<file path="config.mk">
export PLATFORM = sky130hd
export DESIGN_NAME = mem_access
export DESIGN_NICKNAME = d
export VERILOG_FILES = /design/src/rtl/mem_access.sv
export SDC_FILE = /design/constraint.sdc
export NUM_CORES = 1
export LEC_CHECK = 0
export ABC_AREA = 0
export CORE_UTILIZATION = 46
export DETAILED_ROUTE_END_ITERATION = 6
export PLACE_DENSITY = 0.82
export REMOVE_ABC_BUFFERS = 1
export SLEW_MARGIN = 40
export SYNTH_ARGS = -nofsm -noshare
export SYNTH_HDL_FRONTEND = slang
export SYNTH_SLANG_ARGS = --single-unit
export TNS_END_PERCENT = 100
</file>
<file path="constraint.sdc">
create_clock -name clk -period 2.3 [get_ports clk]
set_input_delay 0.23 -clock clk [delete_from_list [all_inputs] [get_ports clk]]
set_output_delay 0.23 -clock clk [all_outputs]
set_load 0.005 [all_outputs]
</file>
<file path="src/rtl/mem_access.sv">
// MEM stage data-memory access unit: issues one request per load/store, waits for dm_ready
// (bounded by TIMEOUT) and produces the registered MEM_WB writeback with lane-extracted data.
module mem_access #(
  parameter int unsigned TIMEOUT = 255
) (
  input  logic        clk,
  input  logic        rst,
  input  logic [31:0] in_pc,
  input  logic [3:0]  in_mem_op,
  input  logic [31:0] in_mem_addr,
  input  logic [31:0] in_mem_data,
  input  logic        in_we,
  input  logic [4:0]  in_write_reg,
  input  logic [31:0] in_write_data,
  output logic        dm_req,
  output logic        dm_wen,
  output logic [31:0] dm_addr,
  output logic [31:0] dm_wdata,
  output logic [3:0]  dm_be,
  input  logic [31:0] dm_rdata,
  input  logic        dm_ready,
  output logic [31:0] wb_pc,
  output logic        wb_we,
  output logic [4:0]  wb_write_reg,
  output logic [31:0] wb_write_data,
  output logic        stall_req,
  output logic        misalign_exc,
  output logic        bus_err
);

  localparam logic [3:0] OpLb  = 4'd1;
  localparam logic [3:0] OpLh  = 4'd2;
  localparam logic [3:0] OpLw  = 4'd3;
  localparam logic [3:0] OpLbu = 4'd4;
  localparam logic [3:0] OpLhu = 4'd5;
  localparam logic [3:0] OpSb  = 4'd6;
  localparam logic [3:0] OpSh  = 4'd7;
  localparam logic [3:0] OpSw  = 4'd8;

  // Counter value seen on the last BUSY cycle before the access is aborted.
  localparam logic [7:0] CntLast = 8'(TIMEOUT - 1);

  typedef enum logic {StIdle, StBusy} state_e;

  state_e      state_q;
  logic [7:0]  cnt_q;
  logic [3:0]  op_q;
  logic [31:0] addr_q;
  logic [31:0] data_q;
  logic [31:0] pc_q;
  logic        we_q;
  logic [4:0]  reg_q;

  logic        in_is_mem;
  logic        in_misalign;
  logic        busy;
  logic        is_load_q;
  logic        is_store_q;
  logic        timeout_hit;
  logic [7:0]  lane_byte;
  logic [15:0] lane_half;
  logic [31:0] load_data;

  assign in_is_mem   = (in_mem_op >= OpLb) && (in_mem_op <= OpSw);
  assign in_misalign = (((in_mem_op == OpLh) || (in_mem_op == OpLhu) || (in_mem_op == OpSh)) &&
                        in_mem_addr[0]) ||
                       (((in_mem_op == OpLw) || (in_mem_op == OpSw)) &&
                        (in_mem_addr[1:0] != 2'b00));

  assign busy        = (state_q == StBusy);
  assign is_load_q   = (op_q >= OpLb) && (op_q <= OpLhu);
  assign is_store_q  = (op_q >= OpSb) && (op_q <= OpSw);
  assign timeout_hit = (cnt_q == CntLast);

  // On the expiring cycle the stall drops so upstream advances in step with the abort.
  assign stall_req = busy ? (!dm_ready && !timeout_hit) : (in_is_mem && !in_misalign);

  assign dm_req  = busy;
  assign dm_wen  = busy && is_store_q;
  assign dm_addr = busy ? {addr_q[31:2], 2'b00} : 32'h0;

  always_comb begin
    dm_be    = 4'h0;
    dm_wdata = 32'h0;
    if (busy) begin
      unique case (op_q)
        OpSb: begin
          dm_be    = 4'b0001 << addr_q[1:0];
          dm_wdata = {4{data_q[7:0]}};
        end
        OpSh: begin
          dm_be    = addr_q[1] ? 4'b1100 : 4'b0011;
          dm_wdata = {2{data_q[15:0]}};
        end
        OpSw: begin
          dm_be    = 4'b1111;
          dm_wdata = data_q;
        end
        default: dm_be = 4'b1111;
      endcase
    end
  end

  assign lane_byte = dm_rdata[{addr_q[1:0], 3'b000} +: 8];
  assign lane_half = dm_rdata[{addr_q[1], 4'b0000} +: 16];

  always_comb begin
    load_data = dm_rdata;
    unique case (op_q)
      OpLb:    load_data = {{24{lane_byte[7]}}, lane_byte};
      OpLh:    load_data = {{16{lane_half[15]}}, lane_half};
      OpLbu:   load_data = {24'h0, lane_byte};
      OpLhu:   load_data = {16'h0, lane_half};
      default: load_data = dm_rdata;
    endcase
  end

  always_ff @(posedge clk or negedge rst) begin
    if (!rst) begin
      state_q       <= StIdle;
      cnt_q         <= 8'h0;
      op_q          <= 4'h0;
      addr_q        <= 32'h0;
      data_q        <= 32'h0;
      pc_q          <= 32'h0;
      we_q          <= 1'b0;
      reg_q         <= 5'h0;
      wb_pc         <= 32'h0;
      wb_we         <= 1'b0;
      wb_write_reg  <= 5'h0;
      wb_write_data <= 32'h0;
      misalign_exc  <= 1'b0;
      bus_err       <= 1'b0;
    end else begin
      misalign_exc <= 1'b0;
      bus_err      <= 1'b0;
      case (state_q)
        StIdle: begin
          wb_pc         <= in_pc;
          wb_write_reg  <= in_write_reg;
          wb_write_data <= in_write_data;
          if (in_misalign) begin
            wb_we        <= 1'b0;
            misalign_exc <= 1'b1;
          end else if (in_is_mem) begin
            wb_we   <= 1'b0;
            op_q    <= in_mem_op;
            addr_q  <= in_mem_addr;
            data_q  <= in_mem_data;
            pc_q    <= in_pc;
            we_q    <= in_we;
            reg_q   <= in_write_reg;
            cnt_q   <= 8'h0;
            state_q <= StBusy;
          end else begin
            wb_we <= in_we;
          end
        end
        StBusy: begin
          if (dm_ready) begin
            state_q       <= StIdle;
            wb_pc         <= pc_q;
            wb_we         <= is_load_q && we_q;
            wb_write_reg  <= reg_q;
            wb_write_data <= load_data;
          end else if (timeout_hit) begin
            state_q <= StIdle;
            wb_we   <= 1'b0;
            bus_err <= 1'b1;
          end else begin
            cnt_q <= cnt_q + 8'd1;
            wb_we <= 1'b0;
          end
        end
        default: state_q <= StIdle;
      endcase
    end
  end

endmodule

</file>
; Word level (Yosys, flattened, before mapping)
; Cells that the tools add are included.
[word_totals]
word_cells = 96
out_inout_bits = 143
ff_bits = 187
[op_classes]
eq_ne = 18
addsub = 1
bitwise = 2
shift = 3
magnitude_cmp = 6
n_reduce_logical = 19
muxes = 33
[op_table]
columns = op, n
row1 = $mux W32, 4
row2 = $pmux W32 S2, 2
row3 = $pmux W32 S4, 1
row4 = $pmux W32 S3, 1
row5 = $mux W8, 4
row6 = $shiftx A32 B6 Y16, 1
row7 = $shiftx A32 B6 Y8, 1
row8 = $eq A4 B3 Y1 const B, 6
row9 = $pmux W8 S2, 1
row10 = $mux W1, 13
row11 = $eq A4 B2 Y1 const B, 3
row12 = $ne A2 B2 Y1 const B, 5
row13 = $pmux W5 S2, 1
row14 = $logic_and A1 B1 Y1, 9
row15 = $add A8 B1 Y8 const B, 1
row16 = $eq A4 B4 Y1 const B, 2
row17 = $eq A8 B8 Y1 const B, 1
row18 = $ge A4 B1 Y1 const B, 2
row19 = $le A4 B4 Y1 const B, 2
row20 = $mux W4, 2
row21 = $pmux W4 S2, 1
row22 = $mux W5, 1
row23 = $eq A4 B1 Y1 const B, 1
row24 = $ge A4 B3 Y1 const B, 1
row25 = 9 further kinds, 16

; Logic depth before layout (Yosys ltp)
; Gate-level depths: netlist of run 1.
[depth]
word_depth = 8
depth_mapped = 7
ltp_nobuf = 6

; Worst setup path before layout of run 1
; OpenSTA, ideal clock, no wires.
[synth_timing]
path_kind = register to register
from = reg addr_q[1]
to = reg wb_write_data[21]
slack_ns = 0.384
setup_time_ns = 0.065
path_stages_with_launch = 7
arrival_time_ns = 1.851
required_time_ns = 2.235
n_path_buf = 2
path_cell_list = dfrtp_1 -> buf_4 -> mux2i_1 -> or3b_2 -> a2111oi_4 -> buf_4 -> a211o_1
[synth_between]
elab_chain_cells = 4
word_cells_on_any_way = 5
classes_between = shift (2) / mux (3)
[synth_rtl]
columns = element, line
row1 = from (decl), 48  ; logic [31:0] addr_q;
row2 = from (signal assigned), 148  ; addr_q <= in_mem_addr;
row3 = $shiftx A32 B6 Y16 / $shiftx A32 B6 Y8 (equally long branches), "105, 104"
row4 = $pmux W32 S4 (*), 109  ; unique case (op_q)
row5 = $mux W32 (*), 160  ; if (dm_ready) begin
row6 = $pmux W32 S2 (*), 137  ; case (state_q)
row7 = to (signal assigned), 141  ; wb_write_data <= in_write_data;
row8 = to (signal assigned), 165  ; wb_write_data <= load_data;
row9 = to (decl), 25  ; output logic [31:0] wb_write_data,
; Every way passes the cells marked *; elsewhere a longest branch is shown, timed or not. The select of a mux whose other input is x is not followed.
; A chain may end at the register's enable or synchronous reset.

; Worst setup path in the final report of run 1
[layout_timing]
from = reg op_q[1]
to = out dm_wdata[6]
[layout_between]
elab_chain_cells = 3
word_cells_on_any_way = 5
classes_between = eq/ne (3) / mux (2)
[layout_rtl]
columns = element, line
row1 = from (decl), 47  ; logic [3:0] op_q;
row2 = from (signal assigned), 147  ; op_q <= in_mem_op;
row3 = $eq A4 B4 Y1 / $eq A4 B3 Y1 (equally long branches), 86  ; unique case (op_q)
row4 = $pmux W32 S3 (*), 86
row5 = $mux W32 (*), 85  ; if (busy) begin
row6 = to (decl), 18  ; output logic [31:0] dm_wdata,
; Every way passes the cells marked *; elsewhere a longest branch is shown, timed or not.

==> results of run 1 <==
[synthesized netlist by cell type (3+ instances only)]
| cell type | instances |
|---|---|
| a211o_1 | 16 |
| a211oi_1 | 8 |
| a21oi_1 | 73 |
| a221o_1 | 7 |
| a22o_1 | 16 |
| a22oi_1 | 17 |
| a31oi_1 | 9 |
| and2_1 | 46 |
| buf_1 | 8 |
| buf_2 | 8 |
| buf_4 | 7 |
| buf_6 | 5 |
| clkbuf_1 | 34 |
| dfrtp_1 | 187 |
| inv_1 | 5 |
| mux2_2 | 81 |
| mux2_4 | 31 |
| mux2i_1 | 40 |
| mux4_2 | 8 |
| nand2_1 | 33 |
| nand2b_1 | 12 |
| nand3_1 | 5 |
| nand3b_1 | 3 |
| nor2_1 | 60 |
| nor2b_1 | 3 |
| nor3_1 | 11 |
| o21a_1 | 3 |
| o21ai_0 | 11 |
| o21bai_1 | 9 |
| o31ai_1 | 9 |
| or3_1 | 4 |
[routing by layer]
| layer | routed length (um) | GRT usage, % |
|---|---|---|
| met1 | 11200 | 33.6 |
| met2 | 13700 | 43.7 |
| met3 | 1820 | 5.20 |
| met4 | 666 | 10.1 |
| met5 | 0 | 0 |
[where the power goes]
part           internal (mW)  total (mW)  switching (mW)
Clock                   1.46        2.86            1.41
Sequential              4.31        4.98           0.665
Combinational           3.08        5.24            2.16
[cells in the final DEF, fill, tap and decap left out, drive strengths merged, types with 3 or more instances in the layout]
| master | instances |
|---|---|
| clkdlybuf4s50 | 273 |
| dfrtp | 187 |
| mux2 | 112 |
| a21oi | 73 |
| buf | 65 |
| nor2 | 60 |
| and2 | 47 |
| mux2i | 40 |
| nand2 | 33 |
| dlygate4sd2 | 27 |
| clkbuf | 26 |
| a22oi | 17 |
| a22o | 16 |
| a211o | 16 |
| nand2b | 12 |
| inv | 12 |
| o21ai | 11 |
| nor3 | 11 |
| o21bai | 9 |
| a31oi | 9 |
| o31ai | 9 |
| mux4 | 8 |
| a211oi | 8 |
| a221o | 7 |
| clkinv | 6 |
| nand3 | 5 |
| or3 | 4 |
| o21a | 4 |
| nand3b | 3 |
| clkdlybuf4s15 | 3 |
| nor2b | 3 |
| or3b | 3 |
[worst max path at each step]
stage            startpoint     endpoint  slack [ns]  depth (start not counted)
5_1_grt             op_q[2]  dm_wdata[8]       -0.04                          7
6_report            op_q[1]  dm_wdata[6]        0.04                          8
3_5_place_dp   in_mem_op[3]   addr_q[23]       -0.21                          7
2_1_floorplan        dm_req    addr_q[0]       -3.13                          3
3_3_place_gp   in_mem_op[3]   addr_q[23]       -0.20                          7
4_1_cts           addr_q[0]     dm_be[0]       -0.06                          4
[cells by family after synthesis]
group                      count (synthesis)  share of synthesized area [%]
AOI/OAI and AO/OA                        192                           14.2
and+or+nand+nor                          189                           10.2
DFF                                      187                           50.4
muxes                                    160                           21.1
buffers and inverters                     68                           3.55
adders and majority gates                  2                          0.270
xor gates and xnor gates                   2                          0.189
other                                      1                         0.0404
[stage by stage]
stage	cell area, sq um	util (%)	setup TNS (ns)
floorplan	8970	-	-423.28
global placement	13000	66.1	-16.11
detailed placement	13000	66.1	-17.21
CTS	13600	69.6	-0.0689
global route	13800	70.3	-0.151
finish	13800	70.3	0
[worst max-delay path, delay by kind of cell, from the launching register on]
family / cells / cell delay [ns]
simple gates: 3 / 0.32
buf+inv: 4 / 0.66
flops: 1 / 0.40
compound gates: 1 / 0.22
[area by class of cell]
class | count | share of cell area (%)
flip-flops and latches | 187 | 34.0
multi-input cells | 548 | 31.8
repair buffers | 379 | 27.3
clock buffers | 18 | 3.12
well taps | 265 | 2.41
clock inverters | 14 | 1.11
inverters | 6 | 0.164
[what timing repair did]
item / 4_1_cts / 5_1_grt
resized for setup: 55 / 27
hold endpoints to repair: 54 / 0
setup endpoints to repair: 38 / 44
hold buffers: 1 / 0
buffers inserted: 6 / 9
pin swaps: 3 / 4
cloned: 1 / 1
==> flow_summary.toml, run 1 <==
[synth]
yosysSeqAreaShare_pct = 50.4
ys.flop_type = "dfrtp_1"
yosys.area.top_type = "dfrtp_1"
netlist_area_sq_um = 9280
syn_area_per_cell_sq_um = 11.6
synth_top_cell_area_share_pct = 50.4
ys_top_cells_by_area = "dfrtp_1 50%, mux2_2 9.8%, mux2_4 5.0%"
yosys_register_bits = 187
yosysUniqueCellTypes = 56
synthArstFlopShare_pct = 100
ys.warnings.count = 0
synth_edf_count = 0
netlist_instances = 801

[sta]
finClkSkew_ns = 0.0125
final_hold_viol_count = 0
tightest_slew_ns = 0.729
rsz0062_at_grt = "true"
finalCritPeriodShare_pct = 98.3
setup_viol = 0
holdWs_ns = 0.256
layout_min_cycle_time_ns = 2.26
drv_slew = 0
maxSlewHeadroom_pct = 51.3
fmax_mhz = 442
fin_ws_ns = 0.0389

[route]
finalWirelength_um = 27400
drt_iter0_markers = 541
ant_nets = 0
dr.pass1.iters = 5
vias = 7800
drc = 0
wl_per_cell_um = 19.3
vias_per_cell = 5.50

[setup_path]
ff2ff_setup_slack_ns = 0.26
cp.required_ns = 2.07
r2r-start = "op_q[1]"
r2r_end = "wb_write_data[4]"
critical_path.endpoint_type = "primary output"
cp-start-kind = "flop"
crit_fanout = 7
path_class = "reg -> out"
path_cells = "buf_6 > nand2_1 > nor2_2 > buf_6 > buf_4 > o21a_4 > and2_1 > dlygate4sd2_1"
arrival_ns = 2.03
crit_path_frequent_cell = "buf_6"
rr_worst_depth = 6
slowest_stage = "dfrtp_1"
cpPeakStageDelay_ns = 0.40

[placement]
gp_congestion = 0.860
dp_hpwl_um = 19400
numPortBuffers = 313
dp.cells = 1367
post-place-ws_ns = -0.208

[min_path]
hold_path.class = "in -> reg"
hp-start = "in_mem_op[0]"
min_path_cells = 3
hold_end = "op_q[0]"

[die]
coreArea_sq_um = 19600
ioPinCount = 316
die_w_um = 144
chipHeight_um = 144
dieArea_sq_um = 20700
std_cell_rows = 51
start_util_pct = 47.4

[grt]
track_usage_pct = 26.2
overflow = 0
grt_pass1_vias = 7713
grt_max_degree = 106
antenna_found_initial = 0
grt_pass1_wl_um = 41400

[clock_tree]
cts.sinks = 187
cts_tree = "built"
clkSlewWorstSetupHoldPaths_ns = 0.07
htreeDepth = 4
cts_buffers = 17
cts_root_buffer = "clkbuf_16"
clock_latency_ns = 0.43
max-clock-path-buffers = 2

[power]
totalPowerFinal_mw = 13.1
leakagePower_nw = 5.92
power_density_nw_per_um2 = 951
vdd_ir_drop_max_v = 0.000622

[final_layout]
layout.nets = 1314
seq_area_sq_um = 4690
drive_gt1_share_pct = 22.0
multi_input_area_sq_um = 4380
instances_no_fill = 1417
diodes = 0
fill_cells = 1467
area_growth_pct = 48.4

[run]
cap_violations = 0

[status]
status = "completed"
No activity file was read; power rests on OpenSTA's default activity.
==> run 2, diff against run 1 <==
Settings changed: GPL_TIMING_DRIVEN set to 0.
==> flow_summary.toml, run 2 (synthesis results as in run 1) <==
[status]
status = "completed"

[route]
wl_per_cell_um = 20.3
vias_per_cell = 5.56
vias = 7809
dr.pass1.iters = 5
drc = 0
ant_nets = 0
drt_iter0_markers = 565
finalWirelength_um = 28600

[grt]
antenna_found_initial = 1
grt_max_degree = 71
overflow = 0
grt_pass1_wl_um = 43900
grt_pass1_vias = 7957
track_usage_pct = 28.0

[final_layout]
area_growth_pct = 48.5
final_common_cell = "clkdlybuf4s50_1"
drive_gt1_share_pct = 21.2
fill_cells = 1442
final_cell_area_sq_um = 13800
layout.nets = 1301
layout_common_cells = "272 x clkdlybuf4s50_1, 180 x dfrtp_1, 81 x mux2_2, 71 x a21oi_1, 57 x nor2_1"
fin_util_pct = 70.3

[sta]
drv_slew = 0
setup_viol = 0
rsz0062_at_grt = "true"
fmax_mhz = 445
finalCritPeriodShare_pct = 97.7
tightest_slew_ns = 0.794
finClkSkew_ns = 0.0160
layout_min_cycle_time_ns = 2.25
final_hold_viol_count = 0
maxSlewHeadroom_pct = 46.9

[min_path]
hold_path.class = "in -> reg"

[power]
vdd_ir_drop_max_v = 0.000545
power_density_nw_per_um2 = 955
leakagePower_nw = 5.93

[clock_tree]
cts.sinks = 187
htreeDepth = 4
clkSlewWorstSetupHoldPaths_ns = 0.07
cts_root_buffer = "clkbuf_16"
cts_tree = "built"
clock_latency_ns = 0.43
max-clock-path-buffers = 2
cts_buffers = 17

[placement]
gp_congestion = 0.894
dpl_cell_area_sq_um = 12700
numPortBuffers = 313
dp_hpwl_um = 19000

[die]
dieArea_sq_um = 20700
start_util_pct = 47.4
coreArea_sq_um = 19600
std_cell_rows = 51
chipHeight_um = 144
ioPinCount = 316
die_w_um = 144

[setup_path]
critical_path.endpoint_type = "primary output"
crit_fanout = 10
ff2ff_setup_slack_ns = 0.11
path_class = "reg -> out"
cp.required_ns = 2.07
arrival_ns = 2.02
cp-start-kind = "flop"

[run]
cap_violations = 0
==> run 2: cell count changes in the layout (fill, tap and decap cells not counted), sizes merged, moves of 2 or more <==
cell           previous run  this run
clkdlybuf4s15             3         0
clkbuf                   26        19
clkinvlp                  2         6
buf                      65        49
and2                     47        49
dlygate4sd2              27        36
clkinv                    6         3
==> run 2: final timing paths <==
kind / from / endpoint / depth (start not counted)
hold reg to reg: addr_q[15] / addr_q[15] / 1
setup reg to reg: addr_q[1] / wb_write_data[23] / 5
hold / removal: dm_ready / wb_pc[4] / 3
setup / recovery: op_q[2] / dm_be[0] / 5
min in group asynchronous: rst / reg_q[3] / 2
max in group asynchronous: rst / addr_q[0] / 3
==> run 2: report_power, final <==
| part | internal (mW) | total (mW) | switching [mW] | leakage [nW] |
|---|---|---|---|---|
| clock network | 1.46 | 2.85 | 1.39 | 0.260 |
| logic | 3.08 | 5.30 | 2.21 | 3.47 |
| registers | 4.32 | 5.00 | 0.677 | 2.20 |
==> run 2: per-layer routing <==
layer  GRT usage [%]  part of all wire [%]  wire length, um
met2            45.8                    49            14100
met1            35.7                    41            11600
met5               0                     0                0
met3            7.35                   7.8             2230
met4            10.1                   2.5              704
==> run 2: area by class of cell <==
class                      count  area (sq um)  area share (%)
timing repair buffer         363          3710            26.9
timing repair inverter         1          8.76          0.0636
clock inverter                14           130           0.945
multi-input combinational    550          4420            32.1
sequential                   187          4700            34.1
antenna                        1          2.50          0.0182
clock buffer                  18           439            3.19
inverter                       6          35.0           0.254
tap                          265           332            2.41
==> run 2: critical path, stage by stage, from the launching register on <==
cell	delay, ns
dfrtp_2	0.40
nand2_2	0.13
nor2_4	0.36
o21a_1	0.20
nor2_2	0.05
clkdlybuf4s50_1	0.46
==> run 2: what timing repair did <==
item	in CTS	in global routing
buffers inserted	33	2
endpoints found under the setup margin	164	20
gates cloned	5	1
hold buffers	1	0
gates resized for setup	68	10
pin swaps	9	1
endpoints found under the hold margin	68	0
==> run 2: metrics by stage <==
step	worst slack (ns)	setup TNS, ns	cells	hold WS (ns)	power, mW
after CTS	-0.0621	-0.0621	1401	0.270	13.1
after global placement	-7.03	-2300.97	1318	0.484	9.74
final	0.0534	0	1405	0.287	13.1
after detailed placement	-0.611	-55.44	1330	0.230	9.94
after global routing	-0.00215	-0.00215	1404	0.273	13.9
after floorplan	-3.13	-423.28	740	-0.0656	7.47
==> run 3, diff against run 2 <==
Settings changed: ABC_CLOCK_PERIOD_IN_PS set to 2300, GPL_TIMING_DRIVEN 0 to not set.
==> results of run 3 <==
No change in the layout: final DEF, timing and power equal those of run 1.
==> patch 1 (settings of run 2) <==
Reset style: synchronous (`rst`), changed in one clocked block.
--- a/src/rtl/mem_access.sv
+++ b/src/rtl/mem_access.sv
@@ -115,7 +115,7 @@
     endcase
   end
 
-  always_ff @(posedge clk or negedge rst) begin
+  always_ff @(posedge clk) begin
     if (!rst) begin
       state_q       <= StIdle;
       cnt_q         <= 8'h0;
Formal check against the unedited RTL: differs if rst is asserted again (counterexample within 4 cycles, from zero or initial values and one cycle with rst low); with rst held inactive, the same outputs for 4 cycles.
==> patch 1 against run 2 <==
- design area down 2.0%
- worst setup slack improved by 0.0088 ns
- synthesized area decreased by 0.82%
- wire length is 4.1% higher
- first-iteration DRC count increased by 17%
- sequential cell count stayed put
Power is not compared: it rests on default switching activity, and its combinational part moved more than twofold at a synthesized area within 25%.
==> patch 1: results (changes against run 2) <==
| Metric | Value |
|---|---|
| Post-route insts no fill | `1694 (was 1405)` |
| Hold Path Origin | `rst (was dm_ready)` |
| Vias in the first global route | `9034 (was 7957)` |
| Total Nets Final | `1590 (was 1301)` |
| Worst hold endpoint | `addr_q[19] (was wb_pc[4])` |
| RR Endpoint | `wb_write_data[0] (was wb_write_data[23])` |
| CP endpoint | `stall_req (was dm_be[0])` |
| Routability cong. | `0.908 (was 0.894)` |
| Xor/xnor share of the synthesized area | `0.666% (was 0.189%)` |
| First-pass GRT wire length | `45.2 mm (was 43.9 mm)` |
| Clock Latency Late Sink | `0.43 ns (about the same)` |
| Top cells by area in the synthesized netlist | `dfxtp_1, nand2_1, o21ai_0, nand3_1, mux2i_1 (was dfrtp_1, mux2_2, mux2_4, mux2i_1, a21oi_1)` |
| Seq pwr | `roughly 3.7 mW` |
| Adder-cell area share of the yosys netlist | `0.272% (was 0.270%)` |
| Layout cells sized above 1 | `11.6% (was 21.2%)` |
| Fin crit share | `97.3% (was 97.7%)` |
| Routing usage on met2 | `47.5% (was 45.8%)` |
| Worst hold slack | `0.240 ns (was 0.287 ns)` |
| Met3 Resource Use GR | `8.76% (was 7.35%)` |
| Clk_skew | `0.0124 ns (was 0.0160 ns)` |
| Seq pwr share | `42.5%` |
| 1st-iter DRT viols | `660 (was 565)` |
| TritonCTS buffer count | `17 (unchanged)` |
| Most common cell in the synthesized netlist | `nand2_1 (was dfrtp_1)` |
| Mean post-synth cell area | `8.05 sq um (was 11.6 sq um)` |
| Post CTS Setup Buffer Count | `21 (was 33)` |
| Dpl cell area | `12600 sq um (was 12700 sq um)` |
| R2r startpoint | `op_q[0] (was addr_q[1])` |
| Largest net degree at the start of global routing | `111 (was 71)` |
| Via count | `9408 (was 7809)` |
| Worst R2R Path Depth | `6 (was 5)` |
| Crit-path max FO | `21 (was 10)` |
| Yosys cell types | `63 (was 56)` |
| Synth Flop Type | `dfxtp_1 (was dfrtp_1)` |
| Sequential share of the synthesized area | `40.7% (was 50.4%)` |
| Setup crit start | `in_mem_addr[1] (was op_q[2])` |
| Worst slack, placed | `-0.868 ns (was -0.611 ns)` |
| DRT met1 WL | `11.8 mm (was 11.6 mm)` |
| Slew HR | `43.6% (was 46.9%)` |
| Delay-heaviest family, CP | `buffers and inverters (was simple AND/OR/NAND/NOR gates)` |
| Hpwl dp | `19.2 mm (was 19.0 mm)` |
| FFs w/ async S/R, synth | `0% (was 100%)` |
| Synth Area in Compound Gates | `23.6% (was 14.2%)` |
| Metal3 WL | `2.52 mm (was 2.23 mm)` |
| Synth cell count leaders | `nand2_1, dfxtp_1, o21ai_0 (was dfrtp_1, mux2_2, a21oi_1)` |
| Gr usage total | `28.0% (about the same)` |
| Multiplexer share of the synthesized area | `6.57% (was 21.1%)` |
| Met2 WL post-DR | `14.3 mm (was 14.1 mm)` |
| Status | `finished, final reports clean (unchanged)` |
| DRT Wirelength | `29.8 mm (was 28.6 mm)` |
-- patch 1: changes by cell type in the layout (fill, tap and decap cells not counted), sizes merged, moves of 16 or more --
cell and delta:
mux2 -99, dfrtp -187, a211o -16, clkbuf +21, a21oi -35, dfxtp +187
nand2 +172, dlygate4sd2 -33, o211a +36, o21ai +135, o2bb2ai +32, nand3 +105
-- patch 1: worst reg2reg max path, cell delays in order, from the launching register on --
cell      delay [ns]
dfxtp_4         0.35
or2_4           0.27
buf_4           0.16
a221oi_1        0.75
a22oi_1         0.21
a21boi_0        0.28
a311o_1         0.16
-- patch 1: cell type report --
cell class | instances | area [sq um]
timing repair buffer | 356 | 3650
sequential | 187 | 3770
fill | 1569 | 6020
antenna | 1 | 2.50
clock inverter | 15 | 176
clock buffer | 17 | 425
timing repair inverter | 1 | 16.3
tap | 265 | 332
multi-input combinational | 837 | 5050
inverter | 15 | 86.3
==> patch 2 (settings of run 2) <==
Made on the original files. Set the parameter `TIMEOUT` to 128 (it was 255).
--- a/src/rtl/mem_access.sv
+++ b/src/rtl/mem_access.sv
@@ -1,7 +1,7 @@
 // MEM stage data-memory access unit: issues one request per load/store, waits for dm_ready
 // (bounded by TIMEOUT) and produces the registered MEM_WB writeback with lane-extracted data.
 module mem_access #(
-  parameter int unsigned TIMEOUT = 255
+  parameter int unsigned TIMEOUT = 128
 ) (
   input  logic        clk,
   input  logic        rst,
Behaviour: same outputs for any inputs over 4 cycles, from zero or initial values and one cycle with rst low; that may be too few to reach the edited logic, so the function may still have changed.
==> patch 2 against run 2 <==
- synthesized cell count up 3.2%
- wire length up 0.62%
- sequential share of layout area up 0.24 points
- synthesized area down 2.1%
- first-iteration DRC count down 14%
- sequential cell count unchanged
- clock power up 3%
- via count down 0.76%
- largest cell class unchanged
- critical endpoint is now wb_write_data[13]
- power up 0.55%
- worst setup slack worse by 0.039 ns
- largest power group unchanged
- die area down 2.0%
- design area down 0.70%
- critical path type is now flop to flop
==> patch 2: results (changes against run 2) <==
| Metric | Value |
|---|---|
| P_leak | `5.80 nW (was 5.93 nW)` |
| DR WL/cell | `20.1 um (was 20.3 um)` |
| Tmin final | `2.29 ns (was 2.25 ns)` |
| Gr usage total | `28.5% (was 28.0%)` |
| Internal | `8.79 mW (was 8.86 mW)` |
| Slowest CP cell | `or3b_1 (was clkdlybuf4s50_1)` |
| Combinational power share | `39.7% (was 40.3%)` |
| # H-tree levels | `4 (unchanged)` |
| Crit path DAT | `2.66 ns (was 2.02 ns)` |
| CP endpoint | `wb_write_data[13] (was dm_be[0])` |
| WHS Path Cells | `3 (unchanged)` |
| Crit-path max FO | `7 (was 10)` |
| Hpwl dp | `19.4 mm (was 19.0 mm)` |
| Worst slack, placed | `-0.931 ns (was -0.611 ns)` |
| Yosys cell types | `51 (was 56)` |
| Layout cells sized above 1 | `19.5% (was 21.2%)` |
| Multiplexer share of the synthesized area | `20.2% (was 21.1%)` |
| Dpl cell area | `12500 sq um (was 12700 sq um)` |
| Vias in the first global route | `7954 (was 7957)` |
| Setup crit start | `op_q[0] (was op_q[2])` |
| Top cells by area in the synthesized netlist | `dfrtp_1, mux2_2, mux2i_1, a21oi_1, mux2_1 (was dfrtp_1, mux2_2, mux2_4, mux2i_1, a21oi_1)` |
| First-pass GRT wire length | `43.5 mm (was 43.9 mm)` |
| R2R setup slack | `0.01 ns (was 0.11 ns)` |
| Mean post-synth cell area | `11.0 sq um (was 11.6 sq um)` |
| Total Nets Final | `1326 (was 1301)` |
| Synth cell count leaders | `dfrtp_1, mux2_2, nor2_1 (was dfrtp_1, mux2_2, a21oi_1)` |
| Worst hold endpoint | `wb_pc[20] (was wb_pc[4])` |
| Adder-cell area share of the yosys netlist | `0.138% (was 0.270%)` |
| Power in the clock group | `2.94 mW (was 2.85 mW)` |
| Clock Latency Late Sink | `roughly 0.44 ns` |
| Power Density | `967 nW/um^2 (was 955 nW/um^2)` |
| Worst R2R Path Depth | `6 (was 5)` |
| Via count | `7750 (was 7809)` |
| Max VDD drop | `537 uV (was 545 uV)` |
| Status | `finished, final reports clean (unchanged)` |
| Xor/xnor share of the synthesized area | `0.675% (was 0.189%)` |
| Largest net degree at the start of global routing | `72 (was 71)` |
| 1st-iter DRT viols | `485 (was 565)` |
| Routability cong. | `0.802 (was 0.894)` |
| Sequential share of the synthesized area | `51.5% (was 50.4%)` |
| Placed Cells | `1359 (was 1330)` |
| Worst hold slack | `0.260 ns (was 0.287 ns)` |
| Antenna cells | `0 (was 1)` |
| Initial antenna violation count | `0 (was 1)` |
-- patch 2: what timing repair did --
item / 4_1_cts / 5_1_grt
gates resized for setup: 82 / 26
pin swaps: 14 / 8
gates cloned: 4 / 0
setup buffers: 28 / 9
setup endpoints to repair: 161 / 56
hold endpoints to repair: 51 / 0
hold buffers: 1 / 0
-- patch 2: per-layer routing --
metal | track usage, % | share of wire (%) | vias to the layer above
met5 | 0 | 0 | -
met2 | 48.2 | 49 | 327
met3 | 9.96 | 9.4 | 48
met4 | 11.4 | 2.9 | 0
met1 | 32.9 | 39 | 3797
li1 | - | - | 3578
-- patch 2: area by class of cell --
class                           instances  area (sq um)  share of cell area (%)
Sequential cell                       187          4700                    34.4
Clock buffer                           18           429                    3.14
Tap cell                              265           332                    2.42
Clock inverter                         14           154                    1.13
Multi-Input combinational cell        560          4220                    30.8
Inverter                               19           101                   0.741
Timing Repair Buffer                  367          3740                    27.4
